<file path="src/rtl/axi_lite_master.sv">
// rtl/axi_lite_master.sv - single-outstanding AXI4-Lite initiator driven by a command/response port
module axi_lite_master #(
  parameter int ADDR_WIDTH = 16,
  parameter int DATA_WIDTH = 32
) (
  input  logic                      s_aclk,
  input  logic                      s_aresetn,
  input  logic                      cmd_valid,
  output logic                      cmd_ready,
  input  logic                      cmd_write,
  input  logic [ADDR_WIDTH-1:0]     cmd_addr,
  input  logic [DATA_WIDTH-1:0]     cmd_wdata,
  input  logic [DATA_WIDTH/8-1:0]   cmd_wstrb,
  output logic                      rsp_valid,
  input  logic                      rsp_ready,
  output logic                      rsp_write,
  output logic [DATA_WIDTH-1:0]     rsp_rdata,
  output logic [1:0]                rsp_resp,
  output logic                      busy,
  output logic                      m_axi_awvalid,
  input  logic                      m_axi_awready,
  output logic [ADDR_WIDTH-1:0]     m_axi_awaddr,
  output logic [2:0]                m_axi_awprot,
  output logic                      m_axi_wvalid,
  input  logic                      m_axi_wready,
  output logic [DATA_WIDTH-1:0]     m_axi_wdata,
  output logic [DATA_WIDTH/8-1:0]   m_axi_wstrb,
  input  logic                      m_axi_bvalid,
  output logic                      m_axi_bready,
  input  logic [1:0]                m_axi_bresp,
  output logic                      m_axi_arvalid,
  input  logic                      m_axi_arready,
  output logic [ADDR_WIDTH-1:0]     m_axi_araddr,
  output logic [2:0]                m_axi_arprot,
  input  logic                      m_axi_rvalid,
  output logic                      m_axi_rready,
  input  logic [DATA_WIDTH-1:0]     m_axi_rdata,
  input  logic [1:0]                m_axi_rresp
);

  localparam logic [2:0] IDLE    = 3'd0;
  localparam logic [2:0] WR_REQ  = 3'd1;
  localparam logic [2:0] WR_RESP = 3'd2;
  localparam logic [2:0] RD_REQ  = 3'd3;
  localparam logic [2:0] RD_DATA = 3'd4;
  localparam logic [2:0] RSP     = 3'd5;

  logic [2:0] state;
  logic       aw_done;
  logic       w_done;
  logic       aw_hs;
  logic       w_hs;

  assign cmd_ready    = (state == IDLE);
  assign busy         = (state != IDLE);
  assign m_axi_awprot = 3'b000;
  assign m_axi_arprot = 3'b000;

  // Handshakes on the two write-request channels, tracked independently
  assign aw_hs = m_axi_awvalid & m_axi_awready;
  assign w_hs  = m_axi_wvalid & m_axi_wready;

  // Transaction sequencer: one command in, one AXI transaction, one completion out
  always_ff @(posedge s_aclk or negedge s_aresetn) begin
    if (!s_aresetn) begin
      state         <= IDLE;
      aw_done       <= 1'b0;
      w_done        <= 1'b0;
      m_axi_awvalid <= 1'b0;
      m_axi_awaddr  <= '0;
      m_axi_wvalid  <= 1'b0;
      m_axi_wdata   <= '0;
      m_axi_wstrb   <= '0;
      m_axi_bready  <= 1'b0;
      m_axi_arvalid <= 1'b0;
      m_axi_araddr  <= '0;
      m_axi_rready  <= 1'b0;
      rsp_valid     <= 1'b0;
      rsp_write     <= 1'b0;
      rsp_rdata     <= '0;
      rsp_resp      <= 2'b00;
    end else begin
      case (state)
        IDLE: begin
          if (cmd_valid) begin
            if (cmd_write) begin
              m_axi_awaddr  <= cmd_addr;
              m_axi_wdata   <= cmd_wdata;
              m_axi_wstrb   <= cmd_wstrb;
              m_axi_awvalid <= 1'b1;
              m_axi_wvalid  <= 1'b1;
              aw_done       <= 1'b0;
              w_done        <= 1'b0;
              state         <= WR_REQ;
            end else begin
              m_axi_araddr  <= cmd_addr;
              m_axi_arvalid <= 1'b1;
              state         <= RD_REQ;
            end
          end
        end
        WR_REQ: begin
          if (aw_hs) begin
            m_axi_awvalid <= 1'b0;
            aw_done       <= 1'b1;
          end
          if (w_hs) begin
            m_axi_wvalid <= 1'b0;
            w_done       <= 1'b1;
          end
          if ((aw_done | aw_hs) & (w_done | w_hs)) begin
            m_axi_bready <= 1'b1;
            state        <= WR_RESP;
          end
        end
        WR_RESP: begin
          if (m_axi_bvalid) begin
            m_axi_bready <= 1'b0;
            rsp_resp     <= m_axi_bresp;
            rsp_rdata    <= '0;
            rsp_write    <= 1'b1;
            rsp_valid    <= 1'b1;
            state        <= RSP;
          end
        end
        RD_REQ: begin
          if (m_axi_arready) begin
            m_axi_arvalid <= 1'b0;
            m_axi_rready  <= 1'b1;
            state         <= RD_DATA;
          end
        end
        RD_DATA: begin
          if (m_axi_rvalid) begin
            m_axi_rready <= 1'b0;
            rsp_rdata    <= m_axi_rdata;
            rsp_resp     <= m_axi_rresp;
            rsp_write    <= 1'b0;
            rsp_valid    <= 1'b1;
            state        <= RSP;
          end
        end
        RSP: begin
          if (rsp_ready) begin
            rsp_valid <= 1'b0;
            state     <= IDLE;
          end
        end
        default: state <= IDLE;
      endcase
    end
  end

endmodule

</file>
<file path="config.mk">
export PLATFORM = sky130hd
export DESIGN_NAME = axi_lite_master
export DESIGN_NICKNAME = d
export VERILOG_FILES = /design/src/rtl/axi_lite_master.sv
export SDC_FILE = /design/constraint.sdc
export NUM_CORES = 1
export LEC_CHECK = 0
export ABC_AREA = 1
export CAP_MARGIN = 0
export CORE_MARGIN = 2
export CORE_UTILIZATION = 38
export DETAILED_ROUTE_END_ITERATION = 12
export GPL_ROUTABILITY_DRIVEN = 1
export GPL_TIMING_DRIVEN = 0
export PLACE_DENSITY = 0.75
export SLEW_MARGIN = 5
export SYNTH_ARGS = -nofsm -noshare
export SYNTH_HDL_FRONTEND = slang
export SYNTH_SLANG_ARGS = --single-unit
</file>
<file path="constraint.sdc">
create_clock -name s_aclk -period 1.35 [get_ports s_aclk]
set_input_delay 0.27 -clock s_aclk [delete_from_list [all_inputs] [get_ports s_aclk]]
set_output_delay 0.27 -clock s_aclk [all_outputs]
set_load 0.05 [all_outputs]
</file>
; ---- After elaboration in Yosys (flattened, before gate mapping)
; Cells that the tools add are included.
[word_totals]
word_cells = 96
output_inout_bits = 117
in_bits = 98
ff_bits = 114
[classes]
mux = 41
n_eq_ne = 15
reduce_logical = 18
bitwise = 6
[ops]
columns = op, count
row1 = $mux W32, 2
row2 = $pmux W32 S2, 1
row3 = $mux W1, 18
row4 = $mux W3, 6
row5 = $ne A2 B2 Y1 const B, 9
row6 = $pmux W3 S6, 1
row7 = $pmux W1 S2, 8
row8 = $reduce_and A4 Y1, 4
row9 = $reduce_and A3 Y1, 5
row10 = $reduce_bool A2 Y1, 5
row11 = $eq A3 B2 Y1 const B, 2
row12 = $eq A3 B3 Y1 const B, 2
row13 = $mux W2, 3
row14 = $reduce_and A6 Y1, 1
row15 = $reduce_bool A3 Y1, 2
row16 = $pmux W2 S2, 1
row17 = $and A1 B1 Y1, 3
row18 = $eq A3 B1 Y1 const B, 1
row19 = $logic_not A3 Y1, 1
row20 = $pmux W1 S3, 1
row21 = $ne A2 B1 Y1 const B, 1
row22 = $or A1 B1 Y1, 2
row23 = $not A1 Y1, 1

; ---- Longest topological paths before layout
[depth]
word_depth = 5
mapped_depth = 10

; ---- Worst setup path before layout
; Ideal clock, no wire load.
[synth_path]
kind = register to register
start = reg state[2]
end = reg m_axi_awaddr[13]
path_stages_with_launch = 11
period_less_slack_ns = 1.655
setup_time_ns = 0.120
arrival_ns = 1.535
setup_slack_ns = -0.305
cell_sequence = dfrtp_1 buf_6 nor2_4 nand2_4 inv_4 nand2_4 nor2_8 inv_4 buf_6 nand2_1 o21ai_2
[synth_via]
elab_chain_cells = 2
[synth_lines]
columns = item, line_no
row1 = start: declaration, 48  ; logic [2:0] state;
row2 = start signal: assignment, 66  ; state <= IDLE;
row3 = start signal: assignment, 94  ; state <= WR_REQ;
row4 = start signal: assignment, 98  ; state <= RD_REQ;
row5 = $logic_not A3 Y1, n/a
row6 = via cmd_ready, 9  ; output logic cmd_ready,
row7 = $reduce_and A3 Y1 (no line), n/a
row8 = end signal: assignment, 87  ; m_axi_awaddr <= cmd_addr;
row9 = end: declaration, 22  ; output logic [ADDR_WIDTH-1:0] m_axi_awaddr,
; The timed path passes the listed nets, and every way through them passes these cells.
; A chain may end at the register's enable or synchronous reset.

; ---- Final worst setup path
[layout_path]
start = reg state[1]
end = out cmd_ready
[layout_via]
elab_chain_cells = 1
[layout_lines]
columns = item, line_no
row1 = $logic_not A3 Y1, 54  ; assign cmd_ready = (state == IDLE);
row2 = end: declaration, 9
; No other way between the ends.

==> results.md <==
* #FFs+latches synth at 114
* Mapped Cells at 536
* Met2 Use GR at 41.8%
* Antenna cells at 0
* DRT Wirelength at 17100 um
* Via count of the routed design at 4860
* Crit path required time at 1.08 ns
* Root cell of the clock tree: clkbuf_16
* Violated checks: negative setup slack
* CTS buffer count at 17
* Initial Utilization at 38.5%
* Post-route minimum period at 1.63 ns
* Placed cell count at 922
* Routed Antenna Nets at 0
* Total gr overflow at 0
* Nets@finish at 918
* Top-count cell post-synth: nand2_1
* Kind of critical path: flip-flop to output port
* Core Util, Final at 71.4%
* Die height at 116 um
* H-Tree Depth at 4
* First-pass GRT wire length at 24600 um
* Fin cells at 1005
* Worst setup margin at -0.278 ns
* Total Die Area at 13600 um2
* Synth cell types at 27
* Hpwl dp at 10100 um
* Vias/cell at 4.84
* Placement Setup Slack at -0.565 ns
* Worst Path Max Fanout at 4
* Worst-Margin Slew at 0.569 ns
* Post-synth ARST share at 100%
* Final hold vios at 0
* Ys Warns at 0
* Setup Viol. Count Final at 115
* Max Fclk at 614 MHz
* Port Buffers at 208
* Vias in the first global route at 4897
* Detailed-route DRC error count at 0
* Antenna violations before repair at 0
* Max Cap Viol at 0
* Chip width at 116 um
* CP startpoint kind: flip-flop
* Biggest area consumer among synthesized cells: dfrtp_1
* Sequential share of the synthesized area at 59.4%
* Global-route met3 utilization at 8.98%
* Largest net degree at the start of global routing at 59
* Max-slew violations at 0
* RSZ-0062 raised after global routing: true
* Period Utilization, post-route at 121%
* Met1 global-route usage at 26.0%
* Pre-antenna DRT Iters at 4
* Sink Count at 114
* Area Growth Syn to Fin at 85.3%
* Clk_lat worst skew at 0.42 ns
* WP data arrival at 1.36 ns
* Grt peak-use layer: met2
* Main area contributors after synthesis: dfrtp_1 59%, nand2_1 20%, o21ai_0 5.1%
* Final Skew at 0.00824 ns
* Lkg Pwr at 4.43 nW
* Post-Syn Area at 4800 um2
* Max clock buf depth at 2
* Routed length per placed instance at 17.0 um
* Total GRT Usage at 23.9%
* Hold Slack at 0.390 ns
* Worst VDD drop at 1.61 mV
* Worst rel slew slack at 62.1%
* Worst Setup End Kind: output port
* EDFF count, synth at 0
* Layout cells sized above 1 at 47.4%
* Pwr Density at 2960 nW/um2
* Core area at 12500 um2
* Top cell type's share of synthesized area at 59.4%
* Ports at 215
* Final Wtd Congestion at 0.818
* Initial DRC Count at 205
* Row cnt at 41
* CTS clk-pin slew, worst paths at 0.05 ns
* Hold Path Class: primary input to flip-flop
* Ys flop type: dfrtp_1
* Status: complete, but fails checks
* Most frequent cells after synthesis: 253 x nand2_1, 114 x dfrtp_1, 49 x o21ai_0, 32 x inv_1, 16 x o21ai_2
* CTS tree: yes
* Syn avg cell area at 8.96 um2
[cell usage in the layout, fill, tap and decap left out, drive strengths merged]
cell type        n
o21a             1
clkinv           5
nand3           14
nand2          257
nand4            1
a21oi            1
clkbuf          73
nor3             1
buf            141
dfrtp          114
conb             6
clkinvlp         3
bufinv           2
dlygate4sd3      1
clkdlybuf4s50   96
o21ai           73
inv             36
nor2             8
[registers in the layout (all words and copies together) (netlist names), 2 cells and up]
signal	cells
rsp_resp	2
m_axi_wstrb	4
m_axi_awaddr	16
m_axi_araddr	16
rsp_rdata	32
state	3
m_axi_wdata	32
[cells by family (layout without fill, tap and decap cells)]
kind of cell,count (synthesis),after routing,share of synthesized area [%]
DFF,114,114,59.4
and+or+nand+nor,280,281,23.4
other,1,6,0.0781
buffers and inverters,66,357,7.97
AOI/OAI and AO/OA,75,75,9.12
[where the power goes]
group | switching (mW) | internal [mW]
sequential | 1.33 | 4.99
clock | 1.57 | 2.94
combinational | 10.1 | 5.45
total | 13.0 | 13.4
[layout make-up]
cell class / instances / area [um2]
timing repair inverter: 1 / 16.3
fill: 888 / 3570
timing repair buffer: 260 / 2420
tap: 172 / 215
buffer: 28 / 377
clock buffer: 23 / 498
inverter: 36 / 165
clock inverter: 9 / 103
multi-input combinational: 362 / 2240
sequential: 114 / 2860
[per-layer routing]
layer  vias up  wire, um
met1      2354      6350
li1       2245         -
met3        35      1670
met2       226      8650
met4         0       448
met5         -         0
[what timing repair did]
action | CTS | global route
hold buffers | 1 | 0
endpoints found under the hold margin | 57 | 0
gates resized for setup | 765 | 184
endpoints found under the setup margin | 220 | 173
pin swaps | 21 | 22
cloned | 17 | 1
buffers inserted | 28 | 8
[worst max-delay path: stages, from the launching register on]
cell,delay (ns)
dfrtp_2,0.46
nor2_4,0.19
nand2_8,0.09
inv_12,0.08
buf_12,0.13
[per-stage QoR]
stage               cell area [um2]  power, mW  setup TNS, ns
floorplan                      4870       14.3         -11.84
global placement               7170       18.5        -521.83
detailed placement             7200       18.7         -42.73
CTS                            8350       24.6         -22.73
global route                   8900       27.5         -28.73
finish                         8900       26.3         -21.65
[path summary, 6_finish.rpt]
check                      slack (ns)  cells past startpoint       startpoint              end
setup / recovery                -0.28                      4         state[1]        cmd_ready
hold / removal                   0.39                      3    cmd_wdata[23]  m_axi_wdata[23]
setup reg to reg                -0.27                      9         state[1]    rsp_rdata[10]
hold reg to reg                  0.47                      2  m_axi_wdata[30]  m_axi_wdata[30]
max in group asynchronous        0.26                      3        s_aresetn  m_axi_wdata[28]
min in group asynchronous        0.40                      2        s_aresetn  m_axi_araddr[3]
(Power assumes the default switching activity.)
==> patch 1, RTL diff (same settings) <==
The parameter `ADDR_WIDTH` goes from 16 to 17.
--- a/src/rtl/axi_lite_master.sv
+++ b/src/rtl/axi_lite_master.sv
@@ -1,5 +1,5 @@
 // rtl/axi_lite_master.sv - single-outstanding AXI4-Lite initiator driven by a command/response port
 module axi_lite_master #(
-  parameter int ADDR_WIDTH = 16,
+  parameter int ADDR_WIDTH = 17,
   parameter int DATA_WIDTH = 32
 ) (
Interface: changed (resized cmd_addr, m_axi_araddr and m_axi_awaddr); port bits go from 215 to 218. The function was not compared with the original's and may differ.
==> patch 1 against the unedited design <==
  * The flow still finishes with violations (negative setup slack)
  * Setup slack got worse by 4.7 ps
  * Power shrank 1.3%
  * Clock skew shrank 3.6 ps
  * Synthesized area up 2.4%
  * Synthesized cell count rose by 1.3%
  * Design area increased by 1.1%
  * Sequential cell count up 2
  * Routed wire length fell by 2.6%
==> patch 1: results (changes against the unedited design) <==
Synth
  • Sequential fraction of the synthesis area: 59.03% (-0.37 points)
  • Cell types occupying the most area after synthesis: sky130_fd_sc_hd__dfrtp_1, sky130_fd_sc_hd__nand2_1, sky130_fd_sc_hd__o21ai_2
  • Mapped Avg Cell Area: 9.056 sq um (+1.1%)
  • Commonest cells post-synth: sky130_fd_sc_hd__nand2_1, sky130_fd_sc_hd__dfrtp_1, sky130_fd_sc_hd__o21ai_0, sky130_fd_sc_hd__inv_1, sky130_fd_sc_hd__o21ai_2
  • Cell variety after synth: 25 (-7.4%)

Drt
  • Average wire per standard cell: 16.45 microns (-3.4%)
  • Via-per-instance ratio: 4.735 (-2.1%)
  • Wire length reported by the detailed router: 16.68 mm (-2.6%)
  • First DRT Iteration DRCs: 235 (+15%)

Worst setup path
  • Path depth of the worst reg2reg path: 8 (-1)
  • Maximum fanout count along the critical path: 5 (+1)
  • RR Endpoint: rsp_rdata[12]
  • Crit path DAT: 1360 ps (about the same)
  • Critical register-to-register path startpoint: state[0]
  • Worst-case register-to-register setup slack: -260 ps

Timing
  • Final hold slack: 279.6 ps (-110.7 ps)
  • Worst Skew: 4.602 ps (-3.639 ps)
  • Minimum setup slack in the final design: -282.8 ps (-4.705 ps)
  • Final setup violation count: 117 (+1.7%)

Placed design
  • Weighted congestion reported at the end of routability-driven placement: 0.8964 (+9.5%)
  • # port buffers: 211 (+1.4%)
  • Placed Instances: 932 (+1.1%)
  • Post-Place Cell Area: 0.007365 sq mm (+2.3%)
  • DP Wirelength: 10.22 mm (+0.65%)
  • Post-placement worst setup slack: -572.9 ps (-8.056 ps)

Min path
  • Hold crit path type: primary input to async pin

Global routing
  • Vias in the first global route: 4911 (+0.29%)
  • Overall fraction of global-route tracks in use: 22.87% (-1.0 points)
  • Largest net degree at the start of global routing: 96 (+63%)

Power and ir drop
  • Maximum vdd ir drop: 1.741 mV (+7.9%)
  • Leak Pwr: 4.536 nW (+2.3%)

Layout
  • Layout cell share with drive strength beyond 1: 46.20% (-1.2 points)
  • Registers with the highest flip-flop counts: m_axi_wdata (32), rsp_rdata (32)

Status
  • Result of the run: complete, but fails checks
  • Failing checks: negative setup slack
patch 1: area by class of cell:
| class | instances | area, sq um |
|---|---|---|
| Inverter | 37 | 165.2 |
| Clock inverter | 10 | 133.9 |
| Timing Repair Buffer | 262 | 2507 |
| Sequential cell | 116 | 2909 |
| Buffer | 28 | 354.1 |
| Fill cell | 915 | 3622 |
| Multi-Input combinational cell | 366 | 2245 |
| Clock buffer | 21 | 440.4 |
| Tap cell | 172 | 215.2 |
| Timing Repair inverter | 2 | 27.53 |
patch 1: cells by family after synthesis:
kind of cell	count (synthesis)	synth area share [%]
simple gates	282	23.13
flops	116	59.03
compound gates	77	9.949
buf+inv	67	7.812
other cells	1	0.07626
patch 1: report_power, final:
group | switching, mW | total, mW | internal (mW) | leakage [nW]
combinational | 9.99 | 15.2 | 5.25 | 2.77
clock | 1.53 | 4.40 | 2.87 | 0.277
sequential | 1.28 | 6.36 | 5.08 | 1.49
total | 12.8 | 26.0 | 13.2 | 4.54
patch 1: how the worst max path moves through the flow:
stage	cells past startpoint	startpoint	to
2_1_floorplan	10	state[2]	m_axi_awaddr[11]
3_3_place_gp	1	s_aresetn	m_axi_wvalid
3_5_place_dp	5	state[2]	cmd_ready
4_1_cts	5	state[2]	cmd_ready
5_1_grt	9	state[1]	rsp_rdata[10]
6_report	4	state[1]	cmd_ready
patch 1: stage by stage:
step / util, % / TNS, ps
2_1_floorplan: - / -12010
3_3_place_gp: 58.13 / -548520
3_5_place_dp: 58.36 / -43760
4_1_cts: 64.77 / -26220
5_1_grt: 71.30 / -29920
6_report: 71.30 / -21720
patch 1: per-layer routing:
layer	up-vias	wire length, microns	GRT usage, %
met3	25	1594	10.37
met1	2296	6294	25.55
met2	210	8509	37.97
met4	0	280	9.262
li1	2270	-	-
met5	-	0	0
patch 1: what timing repair did:
action                                  CTS  global route
hold buffers                              1             0
endpoints found under the hold margin    21             0
pin swaps                                11            31
resized for setup                       666           244
cloned                                   13             5
buffers inserted                         20            15
endpoints found under the setup margin  224           152
==> patch 2, RTL diff (same flow settings) <==
Without the edit above. Make the reset (`s_aresetn`) synchronous in one clocked block.
--- a/src/rtl/axi_lite_master.sv
+++ b/src/rtl/axi_lite_master.sv
@@ -62,5 +62,5 @@
 
   // Transaction sequencer: one command in, one AXI transaction, one completion out
-  always_ff @(posedge s_aclk or negedge s_aresetn) begin
+  always_ff @(posedge s_aclk) begin
     if (!s_aresetn) begin
       state         <= IDLE;
Check against the original RTL: differs if s_aresetn is asserted again (counterexample within 4 cycles, from zero or initial values and one cycle with s_aresetn low); with s_aresetn held inactive, the same outputs for 4 cycles.
==> patch 2 against the unedited design <==
  * The run still ends with negative setup slack left
  * Largest power group unchanged
  * Power down 21%
  * Register-to-register slack better by 110 ps
  * Fmax up 5.7%
  * Sequential cell count unchanged
  * Design area up 3.2%
  * Routed wire length up 14%
  * Synthesized area up 2.2%
  * Largest cell class is now multi-input combinational cells
  * Setup slack better by 88 ps
==> patch 2: results (changes against the unedited design) <==
Status
  • Result of the run: complete, but fails checks
  • Failing checks: negative setup slack

Worst setup path
  • Worst-case register-to-register setup slack: -160 ps (+110 ps)
  • Cell type group with the largest total delay on the critical path: buffers and inverters
  • RR Endpoint: m_axi_wdata[15]
  • Path depth of the worst reg2reg path: 8 (-1)
  • Critical register-to-register path startpoint: state[1]
  • Maximum fanout count along the critical path: 6 (+2)
  • Crit path DAT: 1270 ps (-90 ps)

Timing
  • Final setup violation count: 114 (-0.87%)
  • Minimum setup slack in the final design: -190.5 ps (+87.64 ps)
  • Worst Skew: 10.46 ps (+2.221 ps)

Layout
  • Number of filler instances in the final layout: 902 (+1.6%)
  • Count of placed standard cells in the final layout, fillers left out: 1103 (+9.8%)
  • Layout cell share with drive strength beyond 1: 51.34% (+3.9 points)

Global routing
  • Wire length of the first global-routing pass: 27.01 mm (+10%)
  • Overall fraction of global-route tracks in use: 24.67% (+0.77 points)
  • Largest net degree at the start of global routing: 17 (-71%)

Drt
  • Average wire per standard cell: 17.70 microns (+3.9%)
  • First DRT Iteration DRCs: 351 (+71%)
  • Router iterations before antenna repair: 5 (+1)

Synth
  • Commonest cells post-synth: sky130_fd_sc_hd__nand2_1, sky130_fd_sc_hd__dfxtp_1, sky130_fd_sc_hd__a21oi_1, sky130_fd_sc_hd__inv_1, sky130_fd_sc_hd__nand3_1
  • Cell variety after synth: 30 (+11%)
  • Cell types occupying the most area after synthesis: sky130_fd_sc_hd__dfxtp_1, sky130_fd_sc_hd__a21oi_1, sky130_fd_sc_hd__nand2_1

Power and ir drop
  • Leak Pwr: 3.909 nW (-12%)
  • Switching power of the nets: 9.356 mW (-28%)

Min path
  • Hold Path Sink: m_axi_wdata[6]
==> patch 2: cell count changes after synthesis, sizes merged, moves of 6 or more <==
cell	delta
clkbuf	+12
dfrtp	-114
buf	+6
a21oi	+97
dfxtp	+114
nand3	+47
nand2	-136
o21ai	-48
inv	+43
nor3	+31
nor2	+42
==> patch 2: timing repair <==
| item | 4_1_cts | 5_1_grt |
|---|---|---|
| setup buffers | 22 | 21 |
| setup endpoints to repair | 218 | 124 |
| gates cloned | 19 | 4 |
| pin swaps | 30 | 68 |
| resized for setup | 661 | 296 |
| hold endpoints to repair | 0 | 0 |
==> patch 2: per-layer routing <==
metal	vias up	wire length, microns	track usage [%]
li1	2611	-	-
met3	50	1486	9.690
met5	-	0	0
met1	2607	7571	27.80
met2	243	9803	41.10
met4	0	656	11.14
==> patch 2: cells by family after synthesis <==
kind of cell | share of synthesized area (%)
flops | 46.51
compound gates | 12.90
buf+inv | 12.67
simple gates | 27.84
other cells | 0.07642
==> patch 2: worst min-delay path, stage by stage <==
cell,delay [ps]
sky130_fd_sc_hd__clkdlybuf4s50_1,390
sky130_fd_sc_hd__nand3_1,80
sky130_fd_sc_hd__a21oi_1,60
==> patch 2: through the flow <==
stage	setup TNS (ps)	hold WS (ps)	worst slack (ps)	instance area [sq um]
2_1_floorplan	-4281	408.4	-127.4	4984
3_3_place_gp	-57740	432.1	-616.9	7281
3_5_place_dp	-58390	438.1	-612.1	7281
4_1_cts	-15950	415.2	-262.2	8077
5_1_grt	-21140	425.8	-253.5	9183
6_report	-13630	431.5	-190.5	9183
==> patch 2: power by group through the flow <==
stage / Sequential [mW] / Clock, mW / Combinational (mW)
floorplan: 7.30 / 0 / 3.85
global placement: 4.65 / 0 / 9.09
detailed placement: 4.68 / 0 / 9.14
CTS: 4.64 / 4.60 / 9.89
global route: 4.83 / 4.81 / 12.2
finish: 4.74 / 4.57 / 11.5
==> patch 2: area by class of cell <==
class / count / area, sq um / area share, %
inverter: 80 / 317.8 / 3.461
clock inverter: 5 / 100.1 / 1.090
timing repair buffer: 266 / 2359 / 25.68
tap: 172 / 215.2 / 2.344
sequential: 114 / 2295 / 24.99
multi-input combinational: 399 / 3038 / 33.08
buffer: 42 / 362.8 / 3.951
clock buffer: 25 / 495.5 / 5.396
==> patch 2: worst max-delay path by stage <==
stage / start / end / slack (ps) / depth (start not counted)
floorplan: state[1] / aw_done / -130 / 8
global placement: s_aresetn / rsp_rdata[20] / -620 / 4
detailed placement: s_aresetn / rsp_rdata[29] / -610 / 4
CTS: state[0] / cmd_ready / -260 / 5
global route: state[2] / rsp_rdata[17] / -250 / 9
finish: state[2] / cmd_ready / -190 / 5
